--- config.mk ---
export PLATFORM = sky130hd
export DESIGN_NAME = alu_accumulator_unit_flat
export DESIGN_NICKNAME = d
export VERILOG_FILES = /design/src/rtl/alu_accumulator_unit_pkg.sv /design/src/rtl/alu_accumulator_unit_if.sv /design/src/rtl/alu_shifter_core.sv /design/src/rtl/alu_accumulator_unit.sv /design/src/flat_wrapper.sv
export SDC_FILE = /design/constraint.sdc
export NUM_CORES = 1
export LEC_CHECK = 0
export CAP_MARGIN = 20
export CORE_ASPECT_RATIO = 0.7
export CORE_MARGIN = 2
export CORE_UTILIZATION = 50
export CTS_CLUSTER_SIZE = 8
export DETAILED_ROUTE_END_ITERATION = 7
export HOLD_SLACK_MARGIN = 0.08
export PLACE_DENSITY = 0.76
export SETUP_SLACK_MARGIN = 0.1
export SLEW_MARGIN = 40
export SYNTH_ARGS = -nofsm -noshare
export SYNTH_HDL_FRONTEND = slang
export SYNTH_SLANG_ARGS = --single-unit
--- constraint.sdc ---
create_clock -name Clk -period 5.7 [get_ports Clk]
set_input_delay 0.57 -clock Clk [delete_from_list [all_inputs] [get_ports Clk]]
set_output_delay 0.57 -clock Clk [all_outputs]
set_load 0.03 [all_outputs]
--- src/rtl/alu_accumulator_unit_pkg.sv ---
// ============================================================================
// alu_pkg : shared mode encoding and default datapath width for the ALU unit
// Revision: 1.0
// ============================================================================
`default_nettype none

package alu_pkg;

  localparam int WIDTH = 4;

  typedef enum logic [3:0] {
    MODE_ADD   = 4'd0,
    MODE_SUB   = 4'd1,
    MODE_INC   = 4'd2,
    MODE_DEC   = 4'd3,
    MODE_AND   = 4'd4,
    MODE_OR    = 4'd5,
    MODE_XOR   = 4'd6,
    MODE_NOT   = 4'd7,
    MODE_SLL   = 4'd8,
    MODE_SRL   = 4'd9,
    MODE_SRA   = 4'd10,
    MODE_ROL   = 4'd11,
    MODE_ROR   = 4'd12,
    MODE_SLC   = 4'd13,
    MODE_SRC   = 4'd14,
    MODE_PASSB = 4'd15
  } mode_e;

endpackage

`default_nettype wire

--- src/rtl/alu_accumulator_unit_if.sv ---
// ============================================================================
// alu_accumulator_unit_if : operand/mode inputs and result/accumulator outputs
// Revision: 1.0
// ============================================================================
`default_nettype none

interface alu_accumulator_unit_if #(
  parameter int WIDTH = alu_pkg::WIDTH
);

  logic [WIDTH-1:0] A;
  logic [WIDTH-1:0] B;
  logic             Cin;
  alu_pkg::mode_e   Mode;
  logic [WIDTH-1:0] R;
  logic             OverFlow;
  logic [WIDTH-1:0] Y;
  logic             CBF;

  modport master (
    output A, B, Cin, Mode,
    input  R, OverFlow, Y, CBF
  );

  modport slave (
    input  A, B, Cin, Mode,
    output R, OverFlow, Y, CBF
  );

endinterface

`default_nettype wire

--- src/rtl/alu_shifter_core.sv ---
// ============================================================================
// alu_shifter_core : combinational ALU/shifter producing result and flag
// Revision: 1.0
// ============================================================================
`default_nettype none

module alu_shifter_core
  import alu_pkg::*;
#(
  parameter int WIDTH = alu_pkg::WIDTH
) (
  input  logic [WIDTH-1:0] a_i,
  input  logic [WIDTH-1:0] b_i,
  input  logic             cin_i,
  input  mode_e            mode_i,
  output logic [WIDTH-1:0] r_o,
  output logic             ovf_o
);

  logic [WIDTH:0] sum_add;
  logic [WIDTH:0] sum_sub;
  logic [WIDTH:0] sum_inc;
  logic [WIDTH:0] diff_dec;

  // One extra bit on every arithmetic path so the top bit is the carry/borrow
  assign sum_add  = {1'b0, a_i} + {1'b0, b_i}  + {{WIDTH{1'b0}}, cin_i};
  assign sum_sub  = {1'b0, a_i} + {1'b0, ~b_i} + {{WIDTH{1'b0}}, cin_i};
  assign sum_inc  = {1'b0, a_i} + (WIDTH+1)'(1);
  assign diff_dec = {1'b0, a_i} - (WIDTH+1)'(1);

  always_comb begin
    r_o   = '0;
    ovf_o = 1'b0;
    case (mode_i)
      MODE_ADD:   {ovf_o, r_o} = sum_add;
      MODE_SUB:   {ovf_o, r_o} = sum_sub;
      MODE_INC:   {ovf_o, r_o} = sum_inc;
      MODE_DEC:   {ovf_o, r_o} = diff_dec;
      MODE_AND:   r_o = a_i & b_i;
      MODE_OR:    r_o = a_i | b_i;
      MODE_XOR:   r_o = a_i ^ b_i;
      MODE_NOT:   r_o = ~a_i;
      MODE_SLL: begin
        r_o   = {a_i[WIDTH-2:0], 1'b0};
        ovf_o = a_i[WIDTH-1];
      end
      MODE_SRL: begin
        r_o   = {1'b0, a_i[WIDTH-1:1]};
        ovf_o = a_i[0];
      end
      MODE_SRA: begin
        r_o   = {a_i[WIDTH-1], a_i[WIDTH-1:1]};
        ovf_o = a_i[0];
      end
      MODE_ROL: begin
        r_o   = {a_i[WIDTH-2:0], a_i[WIDTH-1]};
        ovf_o = a_i[WIDTH-1];
      end
      MODE_ROR: begin
        r_o   = {a_i[0], a_i[WIDTH-1:1]};
        ovf_o = a_i[0];
      end
      MODE_SLC: begin
        r_o   = {a_i[WIDTH-2:0], cin_i};
        ovf_o = a_i[WIDTH-1];
      end
      MODE_SRC: begin
        r_o   = {cin_i, a_i[WIDTH-1:1]};
        ovf_o = a_i[0];
      end
      MODE_PASSB: r_o = b_i;
    endcase
  end

endmodule

`default_nettype wire

--- src/rtl/alu_accumulator_unit.sv ---
// ============================================================================
// alu_accumulator_unit : ALU/shifter followed by a {flag, result} accumulator
// Revision: 1.0
// ============================================================================
`default_nettype none

module alu_accumulator_unit
  import alu_pkg::*;
#(
  parameter int WIDTH = alu_pkg::WIDTH
) (
  input  logic                   Clk,
  input  logic                   Reset,
  alu_accumulator_unit_if.slave  bus
);

  logic [WIDTH-1:0] alu_r;
  logic             alu_ovf;
  logic [WIDTH:0]   acc_d;
  logic [WIDTH:0]   acc_q;

  alu_shifter_core #(
    .WIDTH (WIDTH)
  ) u_core (
    .a_i    (bus.A),
    .b_i    (bus.B),
    .cin_i  (bus.Cin),
    .mode_i (bus.Mode),
    .r_o    (alu_r),
    .ovf_o  (alu_ovf)
  );

  assign acc_d = {alu_ovf, alu_r};

  always_ff @(posedge Clk or posedge Reset) begin
    if (Reset) begin
      acc_q <= '0;
    end else begin
      acc_q <= acc_d;
    end
  end

  assign bus.R        = alu_r;
  assign bus.OverFlow = alu_ovf;
  assign bus.Y        = acc_q[WIDTH-1:0];
  assign bus.CBF      = acc_q[WIDTH];

endmodule

`default_nettype wire

--- src/flat_wrapper.sv ---
// flat-port wrapper written by rule: the top's interface ports become plain ports
module alu_accumulator_unit_flat import alu_pkg::*;
#(
  parameter int WIDTH = alu_pkg::WIDTH
)
  (Clk, Reset, bus_A, bus_B, bus_Cin, bus_Mode, bus_R, bus_OverFlow, bus_Y, bus_CBF);
  alu_accumulator_unit_if #(.WIDTH(WIDTH)) bus_i ();
  input  logic Clk;
  input  logic Reset;
  input wire logic [$bits(bus_i.A)-1:0] bus_A;
  input wire logic [$bits(bus_i.B)-1:0] bus_B;
  input wire logic [$bits(bus_i.Cin)-1:0] bus_Cin;
  input wire logic [$bits(bus_i.Mode)-1:0] bus_Mode;
  output wire logic [$bits(bus_i.R)-1:0] bus_R;
  output wire logic [$bits(bus_i.OverFlow)-1:0] bus_OverFlow;
  output wire logic [$bits(bus_i.Y)-1:0] bus_Y;
  output wire logic [$bits(bus_i.CBF)-1:0] bus_CBF;
  assign bus_i.A = bus_A;
  assign bus_i.B = bus_B;
  assign bus_i.Cin = bus_Cin;
  assign bus_i.Mode = bus_Mode;
  assign bus_R = bus_i.R;
  assign bus_OverFlow = bus_i.OverFlow;
  assign bus_Y = bus_i.Y;
  assign bus_CBF = bus_i.CBF;
  alu_accumulator_unit #(.WIDTH(WIDTH)) u_core (.Clk(Clk), .Reset(Reset), .bus(bus_i));
endmodule
==> key figures, run 1 <==
Timing
  – Setup repair after global routing missed its margin: false
  – FMAX: roughly 220 MHz
  – Post-Route Setup TNS: 0 ns
  – Minimum clock period: between 4 and 5 ns
  – Final period util: about four fifths
  – Rel. slew slack: a little under half
  – Endpoints failing hold: 0
  – Max-slew violation count: 0
  – Setup ws final: roughly 1.2 ns
  – Final setup violating endpoints: 0
  – Worst-margin pin slew: 0.785 ns

Detailed routing
  – Number of DRC violations after detailed-routing iteration 0: between 100 and 150
  – WL final: around 3300 microns
  – DRC: 0
  – Vias: 1,210
  – Drt via density: 5.96
  – DR pass1 iterations: 4
  – Routed WL per cell: about 16 microns
  – ANT nets after route: 0

Power and ir drop
  – Max IR drop VDD: around 0.00009 V
  – PD cells: 153 nW/um^2
  – Flop pwr share: between 10% and 20%
  – Combinational share of power: 63.1%
  – Clock network fraction of total power: about 18%
  – Int Pwr: 0.128 mW
  – P_sw: between 0.09 and 0.1 mW
  – P_leak: between 0.6 and 0.7 nW
  – Switching share of total power: 43.8%

Critical path
  – CP arrival: between 3 and 4 ns
  – Worst path required time: between 5 and 6 ns
  – CP startpoint: bus_A[0]
  – Setup crit start kind: primary input
  – CP Class: primary input to output pin
  – Endpoint class of the critical path: output pin
  – Crit Path Max Fanout: 9

Logic synthesis
  – Mapped Nets: roughly 180
  – Post-synth ARST share: 100%
  – Seq cells post-synth: 5
  – Cells after Synth: 152
  – Netlist Area Pre-Place: roughly 1300 sq um
  – Top FF cell, synth: dfrtp_1
  – Yosys warnings: 0
  – Sequential fraction of the synthesis area: under 10%
  – Synth cell types: 50
  – Post-synth EDFFs: 0
  – Syn Area/Cell: around 8.3 sq um

Clocking
  – CTS hold repair buffers: 0
  – CTS root buf: clkbuf_4
  – CTS resizes: 0
  – H-Tree Depth: 1
  – TritonCTS Buffers: 3
  – Post-CTS setup buffers: 0
  – CTS sink cnt: 5
  – Max Root-Sink Buffers: 2
  – TritonCTS clock tree: built
  – Reg clk slew, reported paths: ~0.050 ns

GRT
  – GRT Total Usage: between 20% and 30%
  – First-pass GRT wire length: approximately 5600 microns
  – Initial antenna violation count: 0
  – Vias in the first global route: ~1.2k
  – Grt total ovfl: 0
  – Largest net degree at the start of global routing: 31

Placed design
  – Pre-CTS setup slack: 1.22 ns
  – Post-DP HPWL: approximately 2500 microns
  – Port Buffer Count: 24
  – GP Congestion: ~0.92

Finish
  – Largest reg by FF count: u_core.acc_q
  – Commonest non-fill, non-tap cell in the layout: clkdlybuf4s50_1
  – Share of layout cells above drive strength 1: under 10%
  – Largest register FFs: 5
  – Commonest non-fill, non-tap cells in the layout: clkdlybuf4s50_1 (23), inv_1 (15), ha_1 (13)
  – Final net count: between 200 and 250
  – Ant diodes: 0
  – Area grow syn2layout: 16.8%
  – Largest registers: u_core.acc_q: 5 flops
  – Core Util, Final: slightly above 60%

Floorplan
  – I/O Pins: 25
  – Die Y: between 40 and 50 microns
  – CORE AREA: approximately 2400 sq um
  – Die width: around 64 microns
  – Initial Util: between 50% and 60%
  – Num rows: 15
  – Die ar.: 2960 sq um

Run status
  – Outcome: finished clean

Flow run
  – Max cap viols: 0

Hold path
  – HP Class: primary input to async pin
synth_stat cells, types with 3 or more instances:
cell / number / area share, %
dfrtp_1: 5 / 9.9
buf_6: 3 / 2.7
inv_1: 15 / 4.4
nand3_1: 6 / 2.4
buf_4: 3 / 1.8
a21oi_1: 4 / 1.6
nand2_1: 9 / 2.7
buf_2: 6 / 2.4
nor2b_1: 4 / 2.0
o21ai_0: 7 / 2.8
a32oi_1: 5 / 3.5
xnor2_1: 5 / 3.5
nor2_1: 8 / 2.4
nand2b_1: 3 / 1.5
mux2i_1: 5 / 3.9
ha_1: 13 / 13
fa_1: 4 / 6.3
xor2_1: 4 / 2.8
o211ai_1: 5 / 3.0
final cells by class:
class | instances | area (sq um)
clock buffer | 4 | 26.3
inverter | 17 | 63.8
fill | 227 | 960
sequential | 5 | 125
tap | 34 | 42.5
timing repair buffer | 26 | 250
multi-input combinational | 117 | 972
critical path, stage by stage:
cell	delay, ns
clkdlybuf4s50_1	0.68
inv_1	0.22
fa_1	0.45
fa_1	0.42
nor2b_1	0.12
o21ai_0	0.08
a211oi_1	0.24
a41oi_1	0.07
o311ai_1	0.34
clkdlybuf4s50_1	0.74
worst max-delay path by stage:
stage                         endpoint  cells after the start
after CTS                 bus_OverFlow                     10
after global routing      bus_OverFlow                     10
final                     bus_OverFlow                     10
after floorplan           bus_OverFlow                      8
after global placement    bus_OverFlow                     10
after detailed placement  bus_OverFlow                     10
kinds of logic after synthesis:
group,after synthesis,share of synthesized area [%]
AOI/OAI and AO/OA,45,27.6
xor gates and xnor gates,9,6.22
adders and majority gates,17,19.2
buffers and inverters,30,13.4
DFF,5,9.87
muxes,6,5.13
and+or+nand+nor,40,18.6
per-stage QoR:
step | std cells | total power, mW | hold WS (ns) | cell area [sq um]
6_report | 203 | 0.227 | 0.525 | 1480
5_1_grt | 203 | 0.246 | 0.556 | 1480
4_1_cts | 203 | 0.228 | 0.526 | 1480
3_5_place_dp | 199 | 0.185 | 0.786 | 1450
3_3_place_gp | 199 | 0.183 | 0.778 | 1460
2_1_floorplan | 152 | 0.139 | 0.349 | 1270
routing by layer:
layer / wire (microns) / vias to the layer above / part of all wire [%] / track usage (%)
met5: 0 / - / 0 / 0
met4: 9 / 0 / 0.27 / 4.68
met3: 305 / 2 / 9.3 / 7.09
met2: 1490 / 56 / 45 / 38.8
met1: 1470 / 570 / 45 / 33.5
li1: - / 582 / - / -
power groups by stage:
| stage | sequential [mW] | combinational, mW | clock [mW] |
|---|---|---|---|
| 2_1_floorplan | 0.0532 | 0.0859 | 0 |
| 3_5_place_dp | 0.0424 | 0.142 | 0 |
| 5_1_grt | 0.0423 | 0.155 | 0.0492 |
| 4_1_cts | 0.0420 | 0.143 | 0.0435 |
| 3_3_place_gp | 0.0421 | 0.140 | 0 |
| 6_report | 0.0420 | 0.143 | 0.0417 |
Note: power is estimated with default switching activity, not from simulation.
==> inputs of run 2 (changes only) <==
==> constraint.sdc (replaced) <==
create_clock -name Clk -period 4.5 [get_ports Clk]
set_input_delay 0.45 -clock Clk [delete_from_list [all_inputs] [get_ports Clk]]
set_output_delay 0.45 -clock Clk [all_outputs]
set_load 0.03 [all_outputs]
==> run 2 against run 1 <==
Worst setup slack got worse by 0.69 ns. Combinational power increased by 28%. Sequential share of layout area decreased by 0.20 points. Die area unchanged. Sequential cell count unchanged. Global-route usage decreased by 1.1 points.
==> key figures, run 2 (synthesis gave the netlist of run 1 again) <==
Clocking
  – CTS sink cnt: 5
  – TritonCTS clock tree: built
  – CTS resizes: 0
  – Max Root-Sink Buffers: 2
  – TritonCTS Buffers: 3
  – Post-CTS setup buffers: 0
  – H-Tree Depth: 1
  – Reg clk slew, reported paths: roughly 0.04 ns
  – CTS root buf: clkbuf_4
  – CTS hold repair buffers: 0

Timing
  – FMAX: 250 MHz
  – Rel. slew slack: between 60% and 70%
  – Setup repair after global routing missed its margin: false
  – Max-slew violation count: 0
  – Minimum clock period: between 3 and 4 ns
  – Worst-margin pin slew: between 0.5 and 0.6 ns
  – Final period util: 88.8%
  – Final setup violating endpoints: 0
  – Endpoints failing hold: 0
  – Post-Route Setup TNS: 0 ns

Finish
  – Largest register FFs: 5
  – Commonest non-fill, non-tap cells in the layout: clkdlybuf4s50_1 (24), inv_1 (15), ha_1 (13)
  – Largest reg by FF count: u_core.acc_q
  – Area grow syn2layout: 19.5%
  – Commonest non-fill, non-tap cell in the layout: clkdlybuf4s50_1
  – Final net count: around 200
  – Ant diodes: 0
  – Fill cells: 218
  – Layout Cells excl Fill: roughly 210
  – Share of layout cells above drive strength 1: between 10% and 20%
  – Largest registers: u_core.acc_q: 5 flops

Power and ir drop
  – Switching share of total power: a little over two fifths
  – Int Pwr: between 0.15 and 0.2 mW
  – Max IR drop VDD: roughly 0.00010 V
  – Flop pwr share: a little under a fifth
  – Clock network fraction of total power: a little under a fifth
  – P_leak: 0.643 nW
  – PD cells: 191 nW/um^2
  – Combinational share of power: ~63%
  – P_sw: 0.125 mW

Critical path
  – CP arrival: between 3 and 4 ns
  – Crit Path Max Fanout: 4
  – Setup crit start kind: primary input
  – CP Class: primary input to output pin
  – Worst path required time: between 4 and 5 ns
  – Endpoint class of the critical path: output pin

Floorplan
  – Die Y: 46.1 microns
  – I/O Pins: 25
  – Die ar.: approximately 3000 sq um
  – Initial Util: approximately half
  – Die width: between 60 and 70 microns
  – CORE AREA: 2440 sq um
  – Num rows: 15

GRT
  – First-pass GRT wire length: approximately 5300 microns
  – Vias in the first global route: roughly 1.1k
  – Grt total ovfl: 0
  – GRT Total Usage: 23.3%
  – Largest net degree at the start of global routing: 31
  – Initial antenna violation count: 0

Flow run
  – Max cap viols: 0

Placed design
  – Post-DP HPWL: 2500 microns
  – GP Congestion: about 0.95
  – Port Buffer Count: 24
  – Placed cells: about 200

Detailed routing
  – Vias: 1,227
  – WL final: around 3200 microns
  – DR pass1 iterations: 4
  – DRC: 0
  – ANT nets after route: 0
  – Number of DRC violations after detailed-routing iteration 0: approximately 120
  – Routed WL per cell: 15.3 microns
  – Drt via density: a little under 6

Hold path
  – HP Class: primary input to async pin

Run status
  – Outcome: finished clean
-- run 2: changes by cell type in the layout (fill, tap and decap cells not counted), sizes merged --
cell / delta
buf: +3
clkdlybuf4s50: +1
-- run 2: how the worst max path moves through the flow --
stage	start	to	cells after the start
2_1_floorplan	bus_Cin	bus_OverFlow	8
5_1_grt	bus_B[0]	bus_OverFlow	10
3_3_place_gp	bus_B[0]	bus_OverFlow	10
3_5_place_dp	bus_B[0]	bus_OverFlow	10
6_report	bus_B[0]	bus_OverFlow	10
4_1_cts	bus_B[0]	bus_OverFlow	10
-- run 2: cell type report --
type                       instances  area [sq um]  area share, %
clock buffer                       4          26.3           1.73
inverter                          17          63.8           4.21
multi-input combinational        117           972           64.2
sequential                         5           125           8.26
tap                               34          42.5           2.81
timing repair buffer              30           285           18.8
-- run 2: metrics by stage --
step | setup slack [ns] | cell area, sq um | hold WS [ns] | util (%) | power, mW
after floorplan | 1.38 | 1270 | 0.229 | - | 0.176
after global placement | 0.603 | 1490 | 0.659 | 61.0 | 0.232
after detailed placement | 0.498 | 1490 | 0.669 | 61.0 | 0.236
after CTS | 0.490 | 1520 | 0.407 | 62.1 | 0.291
after global routing | 0.317 | 1520 | 0.413 | 62.1 | 0.311
final | 0.505 | 1520 | 0.408 | 62.1 | 0.289
-- run 2: per-layer routing --
layer | vias to the layer above | share of wire, % | GRT usage [%]
met5 | - | 0 | 0
met4 | 0 | 0.41 | 5.96
met3 | 5 | 7.5 | 3.91
met2 | 54 | 47 | 37.5
met1 | 580 | 45 | 32.9
li1 | 588 | - | -
-- run 2: power groups by stage --
stage                     sequential, mW  clock, mW  combinational [mW]
final                             0.0531     0.0531               0.183
after global routing              0.0537     0.0594               0.198
after CTS                         0.0532     0.0547               0.183
after detailed placement          0.0540          0               0.182
after global placement            0.0533          0               0.179
after floorplan                   0.0674          0               0.109
-- run 2: critical path: stages --
cell,delay [ns]
clkdlybuf4s50_1,0.54
inv_1,0.10
fa_1,0.46
fa_1,0.43
nor2b_1,0.13
o21ai_0,0.08
a211oi_1,0.26
a41oi_1,0.07
o311ai_1,0.30
clkdlybuf4s50_1,0.73
